===== src/rtl/fpu_cmp_pkg.sv =====
// Shared types and constants for the single-precision compare pipeline.
package fpu_cmp_pkg;

  typedef enum logic [1:0] {
    FCMP_EQ = 2'b00,
    FCMP_LT = 2'b01,
    FCMP_LE = 2'b10
  } fcmp_op_t;

  localparam logic [7:0] FP_EXP_MAX = 8'd255;
  localparam int         FP_MAG_W   = 31;

  // S1 payload: everything the compare core needs, pre-decoded at the input.
  // The op field is kept as raw bits because encoding 2'b11 is reserved and
  // must still travel down the pipe (it produces y=0, exc=0).
  typedef struct packed {
    logic [1:0]          op;
    logic                sign1;
    logic                sign2;
    logic [FP_MAG_W-1:0] mag1;
    logic [FP_MAG_W-1:0] mag2;
    logic                nan1;
    logic                nan2;
    logic                bothzero;
  } fcmp_s1_t;

  // NaN: all-ones exponent with a non-zero mantissa (quiet or signalling).
  function automatic logic fp_is_nan(input logic [31:0] x);
    return (x[30:23] == FP_EXP_MAX) && (x[22:0] != 23'd0);
  endfunction

endpackage


===== src/rtl/fcmp_core.sv =====
// Combinational compare core: decoded S1 payload in, {y, exc} out.
module fcmp_core
  import fpu_cmp_pkg::*;
(
  input  fcmp_s1_t s1,
  output logic     y,
  output logic     exc
);

  logic any_nan;
  logic is_eq;
  logic is_lt;

  assign any_nan = s1.nan1 | s1.nan2;

  // Equality treats +0 and -0 as equal; otherwise bitwise sign+magnitude match.
  assign is_eq = s1.bothzero || ((s1.sign1 == s1.sign2) && (s1.mag1 == s1.mag2));

  // Less-than over sign/magnitude; infinities fall out of the magnitude compare.
  always_comb begin
    is_lt = 1'b0;
    if (s1.bothzero) begin
      is_lt = 1'b0;
    end else if (s1.sign1 != s1.sign2) begin
      is_lt = s1.sign1;
    end else if (!s1.sign1) begin
      is_lt = s1.mag1 < s1.mag2;
    end else begin
      is_lt = s1.mag1 > s1.mag2;
    end
  end

  // Select result by op; any NaN operand forces y=0 and raises invalid.
  always_comb begin
    y   = 1'b0;
    exc = 1'b0;
    case (s1.op)
      FCMP_EQ: begin
        y   = any_nan ? 1'b0 : is_eq;
        exc = any_nan;
      end
      FCMP_LT: begin
        y   = any_nan ? 1'b0 : is_lt;
        exc = any_nan;
      end
      FCMP_LE: begin
        y   = any_nan ? 1'b0 : (is_lt | is_eq);
        exc = any_nan;
      end
      default: begin
        y   = 1'b0;
        exc = 1'b0;
      end
    endcase
  end

endmodule


===== src/rtl/fcmp_pipe.sv =====
// Two-stage FEQ/FLT/FLE pipeline with valid/ready handshake and sticky NV flag.
module fcmp_pipe
  import fpu_cmp_pkg::*;
#(
  parameter int TAG_W = 5
) (
  input  logic             clk,
  input  logic             rst,
  input  logic             flush,
  input  logic             in_valid,
  output logic             in_ready,
  input  logic [1:0]       in_op,
  input  logic [31:0]      in_x1,
  input  logic [31:0]      in_x2,
  input  logic [TAG_W-1:0] in_tag,
  output logic             out_valid,
  input  logic             out_ready,
  output logic             out_y,
  output logic             out_exc,
  output logic [TAG_W-1:0] out_tag,
  input  logic             clr_nv,
  output logic             nv_sticky
);

  logic             s1_valid_reg;
  fcmp_s1_t         s1_reg;
  logic [TAG_W-1:0] s1_tag_reg;
  logic             s2_valid_reg;
  logic             s2_y_reg;
  logic             s2_exc_reg;
  logic [TAG_W-1:0] s2_tag_reg;
  logic             nv_reg;

  logic             s2_adv;
  logic             s1_adv;
  logic             accept;
  logic             out_fire;
  fcmp_s1_t         s1_next;
  logic             core_y;
  logic             core_exc;

  logic [31:0]      x_in [2];
  logic [1:0]       nan_in;

  assign x_in[0] = in_x1;
  assign x_in[1] = in_x2;

  generate
    for (genvar gi = 0; gi < 2; gi++) begin : g_nan
      assign nan_in[gi] = fp_is_nan(x_in[gi]);
    end
  endgenerate

  // Stage advance is combinational from out_ready so a full pipe streams without bubbles.
  assign s2_adv   = !s2_valid_reg || out_ready;
  assign s1_adv   = s2_adv || !s1_valid_reg;
  assign in_ready = !flush && s1_adv;
  assign accept   = in_valid && in_ready;
  assign out_fire = s2_valid_reg && out_ready;

  // Pre-decode operands into the S1 payload.
  always_comb begin
    s1_next          = '0;
    s1_next.op       = in_op;
    s1_next.sign1    = in_x1[31];
    s1_next.sign2    = in_x2[31];
    s1_next.mag1     = in_x1[30:0];
    s1_next.mag2     = in_x2[30:0];
    s1_next.nan1     = nan_in[0];
    s1_next.nan2     = nan_in[1];
    s1_next.bothzero = (in_x1[30:0] == 31'd0) && (in_x2[30:0] == 31'd0);
  end

  fcmp_core u_core (
    .s1  (s1_reg),
    .y   (core_y),
    .exc (core_exc)
  );

  // S1 valid: cleared by reset/flush, otherwise refilled whenever the stage advances.
  always_ff @(posedge clk) begin
    if (rst || flush) begin
      s1_valid_reg <= 1'b0;
    end else if (s1_adv) begin
      s1_valid_reg <= accept;
    end
  end

  // S1 data: captured only on an accepted input.
  always_ff @(posedge clk) begin
    if (accept) begin
      s1_reg     <= s1_next;
      s1_tag_reg <= in_tag;
    end
  end

  // S2 valid: cleared by reset/flush, otherwise takes S1 when S2 advances.
  always_ff @(posedge clk) begin
    if (rst || flush) begin
      s2_valid_reg <= 1'b0;
    end else if (s2_adv) begin
      s2_valid_reg <= s1_valid_reg;
    end
  end

  // S2 data: holds while stalled so outputs stay stable under backpressure.
  always_ff @(posedge clk) begin
    if (s2_adv) begin
      s2_y_reg   <= core_y;
      s2_exc_reg <= core_exc;
      s2_tag_reg <= s1_tag_reg;
    end
  end

  // Sticky NV: a flagged handshake beats a simultaneous clear; flush has no effect.
  always_ff @(posedge clk) begin
    if (rst) begin
      nv_reg <= 1'b0;
    end else if (out_fire && s2_exc_reg) begin
      nv_reg <= 1'b1;
    end else if (clr_nv) begin
      nv_reg <= 1'b0;
    end
  end

  assign out_valid = s2_valid_reg;
  assign out_y     = s2_y_reg;
  assign out_exc   = s2_exc_reg;
  assign out_tag   = s2_tag_reg;
  assign nv_sticky = nv_reg;

endmodule


===== config.mk =====
export PLATFORM = sky130hd
export DESIGN_NAME = fcmp_pipe
export DESIGN_NICKNAME = d
export VERILOG_FILES = /design/src/rtl/fpu_cmp_pkg.sv /design/src/rtl/fcmp_core.sv /design/src/rtl/fcmp_pipe.sv
export SDC_FILE = /design/constraint.sdc
export NUM_CORES = 1
export LEC_CHECK = 0
export ABC_AREA = 1
export BUFFER_PORTS_ARGS = -buffer_cell sky130_fd_sc_hd__buf_2
export CORE_MARGIN = 3
export CORE_UTILIZATION = 48
export DETAILED_ROUTE_END_ITERATION = 8
export PLACE_DENSITY = 0.8
export SYNTH_ARGS = -nofsm -noshare
export SYNTH_HDL_FRONTEND = slang
export SYNTH_SLANG_ARGS = --single-unit
export TNS_END_PERCENT = 5

===== constraint.sdc =====
create_clock -name clk -period 5.1 [get_ports clk]
set_clock_uncertainty 0.2 [all_clocks]
set_input_delay 1.02 -clock clk [delete_from_list [all_inputs] [get_ports clk]]
set_output_delay 1.02 -clock clk [all_outputs]
set_load 0.05 [all_outputs]

==> results of run 1 <==
==> routing by layer <==
layer	global-route usage, %	vias up
li1	-	1254
met1	21.49	1180
met2	30.93	75
met3	3.125	17
met4	9.266	0
met5	0	-
==> cells in the mapped netlist <==
master    number
nand4_1        8
inv_1         55
a21oi_1       14
a21o_1         2
or2_2          1
ha_1          31
a21oi_2        1
o21ai_0        1
nor3_1         5
inv_2          1
nand3_1        6
dfxtp_1        3
nor3_2         1
nand3b_1       1
nand2_1       56
nand2_2        3
nor2_1        14
xor2_1         1
o211ai_1       1
edfxtp_1      81
nor2_2         4
nor4_1        14
==> final timing paths <==
kind / from / end / slack (ns)
worst min register to register: s1_tag_reg[3] / out_tag[3] / 0.22
worst max-delay path: out_ready / in_ready / 1.91
worst min-delay path: s1_tag_reg[3] / out_tag[3] / 0.22
worst max register to register: out_valid / s1_reg[54] / 2.85
==> per-stage QoR <==
stage | instances | hold slack (ns) | total power, µW | setup WS, ns | cell area (µm²)
2_1_floorplan | 304 | 0.2003 | 879.1 | 1.104 | 3731
3_3_place_gp | 490 | 0.2016 | 931.0 | 1.952 | 4298
3_5_place_dp | 490 | 0.2062 | 938.8 | 1.909 | 4298
4_1_cts | 506 | 0.2207 | 1445 | 1.909 | 4516
5_1_grt | 506 | 0.2299 | 1500 | 1.750 | 4516
6_report | 506 | 0.2180 | 1435 | 1.914 | 4516
==> worst max-delay path, stage by stage <==
cell	delay (ns)
buf_2	0.10
inv_1	0.04
nand2_1	0.21
nor2_1	0.15
inv_1	0.07
nand2_1	0.12
inv_1	0.05
buf_2	0.20
==> where the power goes <==
| group | internal, µW | switching [µW] | total (µW) |
|---|---|---|---|
| logic | 48.4 | 76.5 | 125 |
| clock network | 289 | 223 | 512 |
| registers | 789 | 8.95 | 798 |
==> kinds of logic after synthesis <==
family	count (synthesis)	share of synthesized area (%)
AO/OA/AOI/OAI	19	2.852
flip-flops	84	66.85
buffers and inverters	56	5.638
AND/OR/NAND/NOR	113	14.03
adder cells (fa/ha/maj)	31	10.40
XOR/XNOR	1	0.2349
==> placed cells by master, fill, tap and decap left out, drive strengths merged, types with 2 or more instances in the layout <==
cell    synthesis  layout
nor3            6       6
buf             0      87
a21oi          15      15
edfxtp         81      81
bufinv          0       2
inv            56      56
nor4           14      14
nand3           6       6
nand2          59      59
nor2           18      18
a21o            2       2
clkbuf          0      12
ha             31      31
dfxtp           3       3
nand4           8       8
==> layout make-up <==
class	count	area, µm²
Clock buffer	12	145.1
Clock inverter	4	72.57
Fill cell	602	2893
Inverter	56	210.2
Multi-Input combinational cell	164	1033
Sequential cell	84	2492
Tap cell	99	123.9
Timing Repair Buffer	87	437.9
==> results by group, run 1 <==
CTS
  – Post-CTS Setup Bufs: 0
  – Clock slew at reported path FFs: 0.08 ns
  – Clock latency on the worst-skew pair: 0.35 ns
  – Cts hold-fix bufs: 0
  – Number of H-tree levels: 3
  – TritonCTS Buffers: 9
  – CTS root buf: clkbuf_8
  – Post_cts resized: 0
  – CTS tree: yes
  – CTS max path bufs: 2
  – Clock sinks: 84

Final layout
  – Share of layout cells above drive strength 1: 27.76%
  – P&R area growth vs syn: 21.11%
  – Nets@finish: 510
  – Antenna cells: 0
  – Layout Utilization: 60.95%
  – Flip-flop count of the largest register after layout: 69

Route
  – Post-route DRC: 0
  – Via count: 2526
  – Met3 wire length: 334 µm
  – Starting DRT DRC Count: 272
  – Routed WL: 7378 µm
  – M1 WL: 2890 µm
  – Post-DR wirelength/cell: 14.58 µm
  – Routed Antenna Nets: 0
  – Metal2 WL: 3935 µm
  – Via-per-instance ratio: 4.992
  – 1st-pass router iterations: 4
  – DR top layer: met4

Outcome
  – Status: finished, final reports clean

Synth
  – Top cell type's share of synthesized area: 65.23%
  – Synthesized cell area: 3729 µm²
  – Synth Register Bits: 84
  – Area contributors post-synth: edfxtp_1 (65%), ha_1 (10%), nand2_1 (5.6%)
  – Mean Syn Cell Area: 12.27 µm²
  – Post-Syn Instances: 304
  – Syn nets: 412
  – Sequential-to-total area share from yosys stat: 66.85%
  – Yosys cell types: 22
  – Warnings from Yosys: 0
  – Yosys top cell by area: edfxtp_1

Flow run
  – Max Cap Viol: 0

Setup path
  – Startpoint types: input port
  – WP data arrival: 1.97 ns
  – Critical Path Sink Type: output port
  – Crit path required time: 3.88 ns
  – Worst Reg-to-Reg Cells: 6
  – Critical path class: in -> out
  – CP max FO: 9

Global route
  – Vias in the first global route: 2627
  – Global route overflow: 0
  – First-pass GRT wire length: 12020 µm
  – Largest net degree at the start of global routing: 75
  – Antenna violations before repair: 0
  – Overall global routing resource usage: 17.96%

Die
  – Die Wd: 94.14 µm
  – Die height: 94.14 µm
  – FP Rows: 31
  – Starting Density: 50.33%
  – Top Ports: 87
  – Total core area: 7408 µm²
  – Die ar.: 8861 µm²

STA
  – Max Clock Freq: 313.9 MHz
  – Tmin final: 3.186 ns
  – Final Hold Fails: 0
  – Slew Viols, Final: 0
  – Tcrit/Tclk final: 62.47%
  – Final setup fails: 0
  – RSZ-0062 raised after global routing: false
  – Setup tns final: 0 ns
  – Worst-Margin Slew: 0.9210 ns
  – Rel. slew slack: 38.60%

Placed design
  – Port buffer count: 86
  – Routability cong.: 0.8084
  – HPWL Detailed: 5628 µm

Pwr
  – Peak VDD IR: 0.0001812 V
  – Pleak: 0.002002 µW
  – Power density cells: 317.9 nW/µm²

Min path
  – Min-Delay Path Class: reg -> reg
  – WHS Path Cells: 0
Power figures use the tool's default switching activity.
==> inputs of run 2 (changes only) <==
- ABC_AREA: 1 -> 0
- CORE_UTILIZATION: 48 -> 53
- PLACE_DENSITY: 0.8 -> 0.84
- clock period: 5.1 -> 3 ns (I/O delays scaled with it)
==> run 2 against run 1 <==
  * Non-clock buffer count stayed put
  * Global-route usage increased by 0.095 points
  * Critical path depth did not move
  * Via count decreased by 5.9%
  * Core utilization increased by 6.8 points
  * Sequential share of layout area is 1.4 points higher
  * Clock power up 74%
==> results by group, run 2 <==
Pwr
  – Tot Pwr: 2553 µW
  – Power density cells: 580.0 nW/µm²
  – Pleak: 0.001833 µW
  – Peak VDD IR: 0.0003080 V

Synth
  – Synth Register Bits: 84
  – Area contributors post-synth: edfxtp_1 (67%), ha_1 (11%), inv_1 (3.3%)
  – Mean Syn Cell Area: 14.62 µm²
  – Post-synth top cells: edfxtp_1 (81), inv_1 (32), ha_1 (31)
  – Async S/R FF share, synth: 0%
  – Warnings from Yosys: 0
  – Most numerous cell in the Yosys netlist: edfxtp_1
  – Yosys top cell by area: edfxtp_1
  – Post-synth EDFFs: 81
  – Synthesized cell area: 3626 µm²
  – Yosys cell types: 35
  – Ys flop type: edfxtp_1
  – Post-Syn Instances: 248
  – Syn nets: 356
  – Top cell type's share of synthesized area: 67.08%
  – Sequential-to-total area share from yosys stat: 68.74%

Min path
  – End of the worst hold path: out_tag[3]
  – Min-Delay Path Class: reg -> reg
  – WHS Path Cells: 0
  – HP Start: s1_tag_reg[3]

CTS
  – Post-CTS Setup Bufs: 0
  – Post_cts resized: 0
  – Number of H-tree levels: 3
  – Clock latency on the worst-skew pair: 0.35 ns
  – Clock sinks: 84
  – CTS root buf: clkbuf_8
  – CTS tree: yes
  – Clock slew at reported path FFs: 0.09 ns
  – CTS max path bufs: 2
  – TritonCTS Buffers: 9
  – Cts hold-fix bufs: 0

Flow run
  – Max Cap Viol: 0

Global route
  – Largest net degree at the start of global routing: 47
  – Antenna violations before repair: 0
  – Vias in the first global route: 2229
  – Global route overflow: 0
  – Overall global routing resource usage: 18.06%
  – First-pass GRT wire length: 10440 µm

STA
  – Final setup fails: 0
  – Worst-Margin Slew: 0.4413 ns
  – Final Hold Fails: 0
  – Rel. slew slack: 70.31%
  – RSZ-0062 raised after global routing: false
  – Max Clock Freq: 437.5 MHz
  – Final WS setup: 0.7144 ns
  – Setup tns final: 0 ns
  – Tmin final: 2.286 ns
  – Slew Viols, Final: 0
  – Tcrit/Tclk final: 76.19%
  – Hold Worst Slack: 0.2252 ns

Route
  – Routed Antenna Nets: 0
  – 1st-pass router iterations: 5
  – Post-DR wirelength/cell: 16.07 µm
  – Post-route DRC: 0
  – Via count: 2378
  – Starting DRT DRC Count: 81
  – Via-per-instance ratio: 5.556
  – Routed WL: 6877 µm

Final layout
  – P&R area growth vs syn: 21.39%
  – Share of layout cells above drive strength 1: 31.34%
  – Nets@finish: 454
  – Flip-flop count of the largest register after layout: 69
  – Commonest cells after routing, fill and taps aside: buf_2 (86), edfxtp_1 (81), inv_1 (32)
  – Most common cell after layout, fill and taps aside: buf_2
  – Antenna cells: 0
  – Fillers: 478

Die
  – Top Ports: 87
  – Die ar.: 7870 µm²
  – Die Wd: 88.72 µm
  – Total core area: 6495 µm²
  – Starting Density: 55.83%
  – FP Rows: 29
  – Die height: 88.72 µm

Setup path
  – Worst r2r src: s1_reg[30]
  – R2r setup slk: 0.71 ns
  – Worst Reg-to-Reg Cells: 8
  – Startpoint types: flop
  – WP data arrival: 2.24 ns
  – Critical path class: reg -> reg
  – Critical Path Sink Type: flop
  – Crit path required time: 2.96 ns
  – R2r endpoint: out_y
  – CP max FO: 3

Placed design
  – Port buffer count: 86
  – Setup slack at placement: 0.7393 ns
  – Routability cong.: 0.8376
  – HPWL Detailed: 5320 µm

Outcome
  – Status: finished, final reports clean
[run 2: cell count changes after synthesis, sizes merged, moves of 3 or more]
cell and delta:
inv -24, nand2 -47, nand4 +3, nor2 -10, nor3 +4, o21ai +4
[run 2: worst max-delay path by stage]
stage | startpoint | endpoint | slack [ns] | cells after the start
final | s1_reg[30] | out_y | 0.71 | 8
after global routing | s1_reg[48] | out_y | 0.53 | 7
after CTS | s1_reg[30] | out_y | 0.72 | 8
after detailed placement | s1_reg[30] | out_y | 0.74 | 8
after global placement | out_ready | s1_reg[23] | 0.82 | 5
after floorplan | out_valid | s1_reg[0] | 0.11 | 3
[run 2: kinds of logic (layout without fill, tap and decap cells)]
kind of cell             after synthesis  in the layout  synth area share, %
XOR/XNOR                               2              2               0.4832
AO/OA/AOI/OAI                         31             31                5.245
adder cells (fa/ha/maj)               31             31                10.70
flip-flops                            84             84                68.74
AND/OR/NAND/NOR                       68             68                11.53
buffers and inverters                 32            135                3.313
[run 2: routing by layer]
layer / vias to the layer above / wire (µm) / global-route usage (%)
met5: - / 0 / 0
met3: 11 / 360 / 3.538
li1: 1149 / - / -
met2: 84 / 3422 / 29.28
met1: 1134 / 2950 / 23.52
met4: 0 / 144 / 8.379
[run 2: cell type report]
type	instances	area, µm²	area share (%)
Inverter	32	120.1	2.729
Clock inverter	5	85.08	1.933
Tap cell	77	96.34	2.189
Clock buffer	11	141.4	3.212
Multi-Input combinational cell	132	1016	23.08
Timing Repair Buffer	87	450.4	10.23
Sequential cell	84	2492	56.62
[run 2: stage by stage]
stage | area, µm² | instances | util (%)
after floorplan | 3628 | 248 | -
after global placement | 4175 | 412 | 64.28
after detailed placement | 4175 | 412 | 64.28
after CTS | 4402 | 428 | 67.77
after global routing | 4402 | 428 | 67.77
final | 4402 | 428 | 67.77
[run 2: power by group]
group	internal, µW	switching [µW]
sequential	1370	24.9
clock	495	396
combinational	110	159
[run 2: critical path: stages (launching register included)]
cell	delay, ns
edfxtp_1	0.35
inv_1	0.05
ha_1	0.30
nand3_2	0.12
nor4_4	0.30
nand4_2	0.18
nand2b_4	0.17
o221a_1	0.20
o32ai_1	0.23
==> inputs of run 3 (changes only) <==
- clock period: 3 -> 2.4 ns (I/O delays scaled with it)
==> run 3 against run 2 <==
  * Design area is 0.74% lower
  * Power is 21% higher
  * Sequential share of layout area is 0.42 points higher
  * Sequential power is 25% higher
  * Sequential cell count stayed put
  * Critical path type unchanged
  * Global-route usage is 0.25 points higher
  * Largest cell class unchanged
  * Maximum frequency is 3.2% higher
==> results by group, run 3 (synthesized netlist as in run 2, its figures left out) <==
Outcome
  – Status: finished, final reports clean

Die
  – Die height: 88.72 µm
  – Starting Density: 55.83%
  – Total core area: 6495 µm²
  – Die ar.: 7870 µm²
  – Die Wd: 88.72 µm
  – Top Ports: 87
  – FP Rows: 29

CTS
  – Clock slew at reported path FFs: 0.08 ns
  – CTS max path bufs: 2
  – Number of H-tree levels: 3
  – Cts hold-fix bufs: 0
  – Clock sinks: 84
  – CTS root buf: clkbuf_8
  – Clock latency on the worst-skew pair: 0.35 ns
  – TritonCTS Buffers: 9
  – CTS tree: yes

Setup path
  – CP max FO: 3
  – Startpoint types: flop
  – R2r endpoint: out_y
  – Worst Reg-to-Reg Cells: 7
  – Crit path required time: 2.37 ns
  – R2r setup slk: 0.18 ns
  – Critical Path Sink Type: flop
  – WP data arrival: 2.19 ns
  – Worst r2r src: s1_reg[58]
  – Worst setup path start: s1_reg[58]
  – Crit path capture: out_y
  – Critical path class: reg -> reg

STA
  – Worst-Margin Slew: 0.9697 ns
  – Max Clock Freq: 451.3 MHz
  – Tmin final: 2.216 ns
  – RSZ-0062 raised after global routing: false
  – Final setup fails: 0
  – Setup tns final: 0 ns
  – Final WS setup: 0.1843 ns
  – Slew Viols, Final: 0
  – Hold Worst Slack: 0.1035 ns
  – Final Hold Fails: 0
  – Rel. slew slack: 35.36%
  – Tcrit/Tclk final: 92.32%

Pwr
  – Power density cells: 707.1 nW/µm²
  – Peak VDD IR: 0.0004167 V
  – Pleak: 0.001819 µW

Global route
  – Largest net degree at the start of global routing: 75
  – Antenna violations before repair: 0
  – Overall global routing resource usage: 18.30%
  – Vias in the first global route: 2328
  – Global route overflow: 0
  – First-pass GRT wire length: 10520 µm

Route
  – Routed Antenna Nets: 0
  – Via count: 2336
  – Via-per-instance ratio: 5.471
  – 1st-pass router iterations: 4
  – Post-route DRC: 0
  – Post-DR wirelength/cell: 15.63 µm
  – Routed WL: 6674 µm
  – Starting DRT DRC Count: 93

Flow run
  – Max Cap Viol: 0

Final layout
  – P&R area growth vs syn: 20.50%
  – Share of layout cells above drive strength 1: 31.43%
  – Fillers: 459
  – Final instance area: 4369 µm²
  – Flip-flop count of the largest register after layout: 69
  – Non-filler cells, final: 427
  – Commonest cells after routing, fill and taps aside: buf_2 (86), edfxtp_1 (81), inv_1 (32)
  – Most common cell after layout, fill and taps aside: buf_2
  – Antenna cells: 0
  – Nets@finish: 453

Placed design
  – Port buffer count: 86
  – Routability cong.: 0.8072
  – Placed Cells: 411
  – Setup slack at placement: 0.1292 ns
  – HPWL Detailed: 5153 µm
  – Placed cell area: 4167 µm²

Min path
  – Min-Delay Path Class: in -> reg
  – HP Start: in_tag[3]
[run 3: worst max-delay path, cell delays in order (launching register included)]
cell      delay, ns
edfxtp_1       0.38
ha_1           0.32
nand3_2        0.12
nor4_4         0.29
nand4_2        0.17
nand2b_4       0.16
o221a_1        0.19
o32ai_1        0.21
[run 3: how the worst min path moves through the flow]
stage          cells after the start            end  slack [ns]
2_1_floorplan                      0     out_tag[0]        0.20
3_3_place_gp                       0     out_tag[1]        0.20
3_5_place_dp                       0     out_tag[4]        0.21
4_1_cts                            1  s1_tag_reg[1]        0.09
5_1_grt                            1  s1_tag_reg[4]        0.09
6_report                           1  s1_tag_reg[3]        0.10
[run 3: routing by layer]
metal	vias up	track usage, %	routed length [µm]
li1	1144	-	-
met1	1081	23.73	2831
met2	94	28.81	3149
met3	17	4.004	514
met4	0	9.890	179
met5	-	0	0
[run 3: metrics by stage]
| step | util (%) | power [µW] |
|---|---|---|
| 6_report | 67.27 | 3089 |
| 2_1_floorplan | - | 1962 |
| 5_1_grt | 67.27 | 3234 |
| 3_5_place_dp | 64.15 | 2110 |
| 3_3_place_gp | 64.15 | 2095 |
| 4_1_cts | 67.27 | 3115 |
[run 3: layout make-up]
| type | count | area (µm²) | area share [%] |
|---|---|---|---|
| clock buffer | 12 | 155.1 | 3.551 |
| clock inverter | 4 | 47.55 | 1.088 |
| inverter | 32 | 120.1 | 2.749 |
| multi-input combinational | 132 | 1027 | 23.51 |
| sequential | 84 | 2492 | 57.04 |
| tap | 77 | 96.34 | 2.205 |
| timing repair buffer | 86 | 430.4 | 9.851 |
[run 3: power breakdown]
part	switching, µW	internal (µW)
logic	198	134
registers	30.7	1710
clock network	480	535
total	709	2380
[run 3: timing repair]
action | CTS | global route
gates resized for setup | 0 | 1
buffers inserted | 0 | 0
endpoints found under the setup margin | 0 | 1
